--- src/rtl/lfsr_burst_ctrl.sv ---
// Burst sequencer that drives an external 8-bit LFSR and streams its words.
// Optional first-word wrap detection under `LFSR_BURST_CTRL_WRAP_EN.
module lfsr_burst_ctrl (
  input  logic       clk,
  input  logic       i_rst_n,
  input  logic       i_start,
  input  logic       i_abort,
  input  logic       i_reseed,
  input  logic [7:0] i_seed,
  input  logic [7:0] i_len,
  input  logic       i_ready,
  input  logic [7:0] i_lfsr_data,
  output logic       o_lfsr_valid,
  output logic       o_lfsr_soft_reset,
  output logic [7:0] o_lfsr_seed,
  output logic [7:0] o_data,
  output logic       o_data_valid,
  output logic       o_busy,
  output logic       o_done,
  output logic [8:0] o_words_left,
  output logic       o_wrap
);

  typedef enum logic [2:0] {
    IDLE, SEED, STEP, CAPT, WAIT, DONE
  } state_t;

  state_t state_q, state_d;

  logic start_acc;
  logic hs;
  logic capt;

  assign start_acc = (state_q == IDLE)
                   && i_start && !i_abort;
  assign hs   = (state_q == WAIT) && i_ready;
  assign capt = (state_q == CAPT) && !i_abort;

  always_ff @(posedge clk or negedge i_rst_n) begin
    if (!i_rst_n) state_q <= IDLE;
    else          state_q <= state_d;
  end

  always_comb begin
    state_d = state_q;
    if (i_abort) begin
      state_d = IDLE;
    end else begin
      unique case (state_q)
        IDLE: if (i_start)
                state_d = i_reseed ? SEED : STEP;
        SEED: state_d = STEP;
        STEP: state_d = CAPT;
        CAPT: state_d = WAIT;
        WAIT: if (i_ready)
                state_d = (o_words_left == 9'd1)
                        ? DONE : STEP;
        DONE: state_d = IDLE;
        default: state_d = IDLE;
      endcase
    end
  end

  // Abort suppresses a pending done pulse in the same cycle.
  always_comb begin
    o_lfsr_valid      = 1'b0;
    o_lfsr_soft_reset = 1'b0;
    o_data_valid      = 1'b0;
    o_done            = 1'b0;
    o_busy            = (state_q != IDLE);
    unique case (state_q)
      SEED: o_lfsr_soft_reset = 1'b1;
      STEP: o_lfsr_valid      = 1'b1;
      WAIT: o_data_valid      = 1'b1;
      DONE: o_done            = !i_abort;
      default: ;
    endcase
  end

  always_ff @(posedge clk or negedge i_rst_n) begin
    if (!i_rst_n) begin
      o_lfsr_seed  <= 8'h01;
      o_data       <= 8'h00;
      o_words_left <= 9'd0;
    end else begin
      if (start_acc) begin
        o_lfsr_seed  <= i_seed;
        o_words_left <= (i_len == 8'd0)
                      ? 9'd256 : {1'b0, i_len};
      end else if (i_abort) begin
        o_words_left <= 9'd0;
      end else if (hs) begin
        o_words_left <= o_words_left - 9'd1;
      end
      if (capt) o_data <= i_lfsr_data;
    end
  end

`ifdef LFSR_BURST_CTRL_WRAP_EN
  logic [7:0] first_q;
  logic       first_seen_q;
  logic       wrap_q;

  always_ff @(posedge clk or negedge i_rst_n) begin
    if (!i_rst_n) begin
      first_q      <= 8'h00;
      first_seen_q <= 1'b0;
      wrap_q       <= 1'b0;
    end else if (start_acc) begin
      first_seen_q <= 1'b0;
      wrap_q       <= 1'b0;
    end else if (capt) begin
      if (!first_seen_q) begin
        first_q      <= i_lfsr_data;
        first_seen_q <= 1'b1;
      end else if (i_lfsr_data == first_q) begin
        wrap_q <= 1'b1;
      end
    end
  end

  assign o_wrap = wrap_q;
`else
  assign o_wrap = 1'b0;
`endif

endmodule

--- config.mk ---
export PLATFORM = sky130hd
export DESIGN_NAME = lfsr_burst_ctrl
export DESIGN_NICKNAME = d
export VERILOG_FILES = /design/src/rtl/lfsr_burst_ctrl.sv
export SDC_FILE = /design/constraint.sdc
export NUM_CORES = 1
export LEC_CHECK = 0
export CORE_UTILIZATION = 39
export CTS_CLUSTER_SIZE = 8
export DETAILED_ROUTE_END_ITERATION = 8
export PLACE_DENSITY = 0.76
export SLEW_MARGIN = 40
export SYNTH_ARGS = -nofsm -noshare
export SYNTH_HDL_FRONTEND = slang
export SYNTH_SLANG_ARGS = --single-unit
export TNS_END_PERCENT = 5
--- constraint.sdc ---
create_clock -name clk -period 2 [get_ports clk]
set_clock_uncertainty 0.15 [all_clocks]
set_input_delay 0.2 -clock clk [delete_from_list [all_inputs] [get_ports clk]]
set_output_delay 0.2 -clock clk [all_outputs]
set_load 0.01 [all_outputs]
==> metrics, run 1 <==
status finished clean; Seq pwr share 0.405; Worst Hold Class input pin to asynchronous set/reset pin; Initial DRT Pass Iterations 4; die height 64.54 um; antenna viol nets, final 0; Sw Share 0.3164; Starting Density 0.4104; crit path setup slack, layout 0.1140 ns; CP bufs+invs 1; ys async rst share 1.000; number of global-route vias before repair 1389; Max clock buf depth 2; Site Rows 22; Worst path slowest cell or4b_4; Final Critical Period 1.886 ns; Net Count, Synth 169; EDFF count, synth 0; die width 64.54 um; Mean Syn Cell Area 11.13 um^2; Crit path arrival time 1.95 ns; Overflow after GRT 0; final hold violations 0; Internal 1.418 mW; initial antenna violation count 0; post-synthesis cell area 1525 um^2; slowest stage delay, CP 0.56 ns; Power, Total 2.075 mW; count of input and output buffers 59; via count 1381; DRC 0; Switch Pwr 656.7 uW; Comb pwr share 0.448; final setup fails 0; Reg-to-Reg Start state_q[0]$_DFFE_PN0P_; Inserted Clock Buffers 3; H-tree depth 1; Slew Limit Fails 0; clock power share 0.147; FF-to-FF setup slack 0.11 ns; leakage 0.9885 nW; Detailed Place HPWL 2894 um; total wire length 3768 um; core box area 3716 um^2; Cell variety after synth 44; Synth Warn # 0; Reg2Reg Capture Point o_words_left[1]$_DFFE_PN0P_; highest clock rate 0.5302 GHz; Critical Path Fanout Max 8; Yosys top cell by area dfrtp_1; dpl cell area 2253 um^2; n_diodes 0; total track usage 0.1925; synth top area cells dfrtp_1, mux2_2, a211oi_1; initial drt markers 109; pin count of the biggest net entering global routing 29; Crit Path Category flip-flop to flip-flop; Synth Register Bits 28; Synth Flop Type dfrtp_1; Layout Nets 241; worst slack, placed -0.05544 ns; fill count 319; CTS tree built; clk sinks 28; Worst Reg-to-Reg Cells 4; area grow syn2layout 52.01%; Setup crit start kind flip-flop; global-route wire length before repair 6265 um; die area 4165 um^2; fin crit share 0.9430; Worst path top cell family by delay simple AND/OR/NAND/NOR gates; share of cells above drive strength 1 0.2452; synthesized netlist cell count 137; register area share after synthesis 0.4602; Post-CTS Hold Buffers 0; clock latency on the worst-skew pair 0.27 ns; setup TNS 0 ns; Power per Cell Area 895.1 nW/um^2; post-CTS setup buffer count 0; clk root buf clkbuf_8; CP Capture Type flip-flop; Yosys top cell area share 0.4430; DR WL/cell 14.72 um; post-route cell area 2318 um^2; most frequent cells in the layout clkdlybuf4s50_1, dfrtp_1, mux2_2, buf_4; vias per cell 5.395; max_cap viols 0; most common cell after layout, fill and taps aside clkdlybuf4s50_1; critical-path cell list or4b_4, buf_4, a2111oi_2, a21o_1; Ports 61; Req. time, crit path 2.06 ns; clock-pin slew on the worst setup and hold paths 0.09 ns; RSZ-0062 raised after global routing yes; worst vdd ir 0.4613 mV; GPL Wtd Cong 0.9010
==> worst max-delay path by stage <==
| stage | start | slack [ns] | cells after the start | endpoint |
|---|---|---|---|---|
| after floorplan | state_q[2]$_DFFE_PN0P_ | 0.03 | 6 | o_lfsr_seed[1]$_DFFE_PN0P_ |
| after global placement | i_start | -0.04 | 5 | o_lfsr_seed[5]$_DFFE_PN0P_ |
| after detailed placement | i_start | -0.06 | 5 | o_words_left[1]$_DFFE_PN0P_ |
| after CTS | state_q[1]$_DFFE_PN0P_ | 0.02 | 4 | o_lfsr_valid |
| after global routing | o_words_left[1]$_DFFE_PN0P_ | -0.06 | 6 | state_q[0]$_DFFE_PN0P_ |
| final | state_q[0]$_DFFE_PN0P_ | 0.11 | 4 | o_words_left[1]$_DFFE_PN0P_ |
==> layout make-up <==
cell class	count	area (um^2)	share of cell area
inverter	6	22.52	0.009714
multi-input combinational	94	754.5	0.3254
sequential	28	704.4	0.3038
tap	48	60.06	0.02590
clock buffer	4	45.04	0.01943
timing repair buffer	76	732.0	0.3157
==> state kept, by name, summed over array words and instances (netlist names) <==
| signal | flops |
|---|---|
| o_words_left | 9 |
| state_q | 3 |
| o_data | 8 |
| o_lfsr_seed | 8 |
==> metrics by stage <==
| step | hold WS [ns] | instances | utilization |
|---|---|---|---|
| finish | 0.1502 | 256 | 0.6239 |
| global route | 0.1768 | 256 | 0.6239 |
| CTS | 0.1646 | 256 | 0.6192 |
| detailed placement | 0.3448 | 252 | 0.6064 |
| global placement | 0.3417 | 252 | 0.6064 |
| floorplan | -0.2456 | 137 | - |
==> power groups by stage <==
stage	clock network [mW]	registers [mW]	logic (mW)
6_report	0.305	0.841	0.929
5_1_grt	0.333	0.864	1.01
3_5_place_dp	0	0.844	0.933
3_3_place_gp	0	0.836	0.916
4_1_cts	0.310	0.836	0.934
2_1_floorplan	0	0.895	0.362
==> synth_stat cells (all sizes together) (2+ instances only) <==
cell     n
a211oi   8
nor2     5
dfrtp   27
nor4b    4
o22ai    2
nor4     4
mux2    16
nor3b    3
nand2    6
nand4    4
clkbuf   3
o21ai    4
inv      6
a21o     2
o31ai    2
a21oi    6
nor3     7
ha       2
buf      6
nand3    4
==> timing repair <==
| item | in CTS | in global routing |
|---|---|---|
| endpoints found under the setup margin | 4 | 6 |
| resized for setup | 5 | 5 |
| endpoints found under the hold margin | 0 | 0 |
| cloned | 0 | 0 |
==> cell families after synthesis <==
family                   share of synthesized area
AO/OA/AOI/OAI                               0.1575
adder cells (fa/ha/maj)                    0.01640
buffers and inverters                      0.05578
flip-flops                                  0.4602
multiplexers                                0.1247
other                                     0.002459
AND/OR/NAND/NOR                             0.1829
==> worst reg2reg max path, cell delays in order (launching register included) <==
cell	delay [ns]
dfrtp_1	0.42
or4b_4	0.56
buf_4	0.19
a2111oi_2	0.37
a21o_1	0.13
==> per-layer routing <==
metal / wire length [um] / part of all wire / global-route usage / up-vias
li1: - / - / - / 653
met1: 1570 / 0.42 / 0.2394 / 660
met2: 1890 / 0.50 / 0.3316 / 60
met3: 235 / 0.062 / 0.03169 / 8
met4: 73 / 0.019 / 0.07500 / 0
met5: 0 / 0 / 0 / -
(Power assumes the default switching activity.)
==> run 2, diff against run 1 <==
Settings changed: REMOVE_ABC_BUFFERS from default to 1.
==> run 2 against run 1 <==
  * Clock power is 15% higher
  * Design area is 0.27% higher
  * Flip-flop and latch count stayed put
  * Register-to-register slack hardly changed
  * Critical endpoint is now o_words_left[4]$_DFFE_PN0P_
  * Largest power group unchanged
==> metrics, run 2 (synthesized netlist as in run 1, its figures left out) <==
Req. time, crit path 2.04 ns; RSZ-0062 raised after global routing yes; Layout Nets 240; DRC 0; Worst Hold Class input pin to asynchronous set/reset pin; share of cells above drive strength 1 0.2367; GPL Wtd Cong 0.8745; slowest stage delay, CP 0.45 ns; clk sinks 28; Worst path top cell family by delay compound AO/OA/AOI/OAI gates; CP bufs+invs 2; core box area 3716 um^2; clk root buf clkbuf_8; most frequent cells in the layout clkdlybuf4s50_1, dfrtp_1, mux2_2; Ports 61; CTS tree built; clock latency on the worst-skew pair 0.27 ns; fill count 305; Power, Total 2.126 mW; critical-path cell list inv_1, ha_1, nor3b_2, buf_4, a311oi_1, a21oi_2, a211oi_2; Setup crit start kind flip-flop; number of global-route vias before repair 1421; fin crit share 0.9462; Site Rows 22; n_diodes 0; Slew Limit Fails 0; Largest regs o_words_left (9), o_data (8), o_lfsr_seed (8); pin count of the biggest net entering global routing 29; post-CTS setup buffer count 0; Inserted Clock Buffers 3; leakage 1.009 nW; clock-pin slew on the worst setup and hold paths 0.10 ns; via count 1381; Final Critical Period 1.892 ns; worst vdd ir 0.7471 mV; Max clock buf depth 2; final hold violations 0; final setup fails 0; area grow syn2layout 52.42%; Crit path arrival time 1.93 ns; Critical Path Fanout Max 6; Placed Instances 251; Top reg by flops o_words_left; CP Capture Type flip-flop; Power per Cell Area 914.5 nW/um^2; H-tree depth 1; Crit Path Category flip-flop to flip-flop; Detailed Place HPWL 2990 um; max_cap viols 0; antenna viol nets, final 0; die width 64.54 um; DR WL/cell 15.29 um; crit path setup slack, layout 0.1076 ns; Initial DRT Pass Iterations 4; Worst path slowest cell dfrtp_1; Overflow after GRT 0; count of input and output buffers 59; die area 4165 um^2; total track usage 0.2066; Post-Layout Cell Count 255; Largest register FFs 9; setup TNS 0 ns; most common cell after layout, fill and taps aside clkdlybuf4s50_1; global-route wire length before repair 6713 um; total wire length 3900 um; highest clock rate 0.5284 GHz; die height 64.54 um; worst slack, placed -0.04840 ns; initial drt markers 106; Starting Density 0.4104; initial antenna violation count 0; vias per cell 5.416; status finished clean
run 2: per-stage QoR:
step,hold slack (ns),util,instance area (um^2)
after floorplan,-0.2456,-,1463
after global placement,0.3395,0.6044,2246
after detailed placement,0.3450,0.6044,2246
after CTS,0.1520,0.6222,2312
after global routing,0.1713,0.6256,2325
final,0.1409,0.6256,2325
run 2: what timing repair did:
action,in CTS,in global routing
hold buffers,0,0
gates resized for setup,5,4
setup endpoints to repair,5,4
run 2: path summary, 6_finish.rpt:
path,from,to,slack [ns],cells after the start
hold reg to reg,o_data[4]$_DFFE_PN0P_,o_data[4]$_DFFE_PN0P_,0.37,1
setup / recovery,o_words_left[0]$_DFFE_PN0P_,o_words_left[4]$_DFFE_PN0P_,0.11,7
setup reg to reg,o_words_left[0]$_DFFE_PN0P_,o_words_left[4]$_DFFE_PN0P_,0.11,7
min in group clk,o_data[4]$_DFFE_PN0P_,o_data[4]$_DFFE_PN0P_,0.37,1
hold / removal,i_rst_n,o_words_left[4]$_DFFE_PN0P_,0.14,2
max in group asynchronous,i_rst_n,o_lfsr_seed[0]$_DFFE_PN1P_,1.25,2
run 2: layout make-up:
type                    count  area (um^2)  area share
repair buffers             75        732.0      0.3149
clock buffers               4        55.05     0.02368
well taps                  48        60.06     0.02583
multi-input cells          94        753.2      0.3240
flip-flops and latches     28        701.9      0.3019
inverters                   6        22.52    0.009688
run 2: layer usage:
layer  track usage  up-vias  wire [um]
li1              -      662          -
met1        0.2590      670       1631
met2        0.3553       45       1985
met3       0.05810        4        240
met4       0.03889        0         42
met5             0        -          0
run 2: report_power, final:
| part | switching, mW | internal (mW) | total, mW | leakage [nW] |
|---|---|---|---|---|
| sequential | 0.110 | 0.719 | 0.829 | 0.356 |
| clock | 0.175 | 0.176 | 0.351 | 0.0288 |
| combinational | 0.390 | 0.556 | 0.947 | 0.625 |
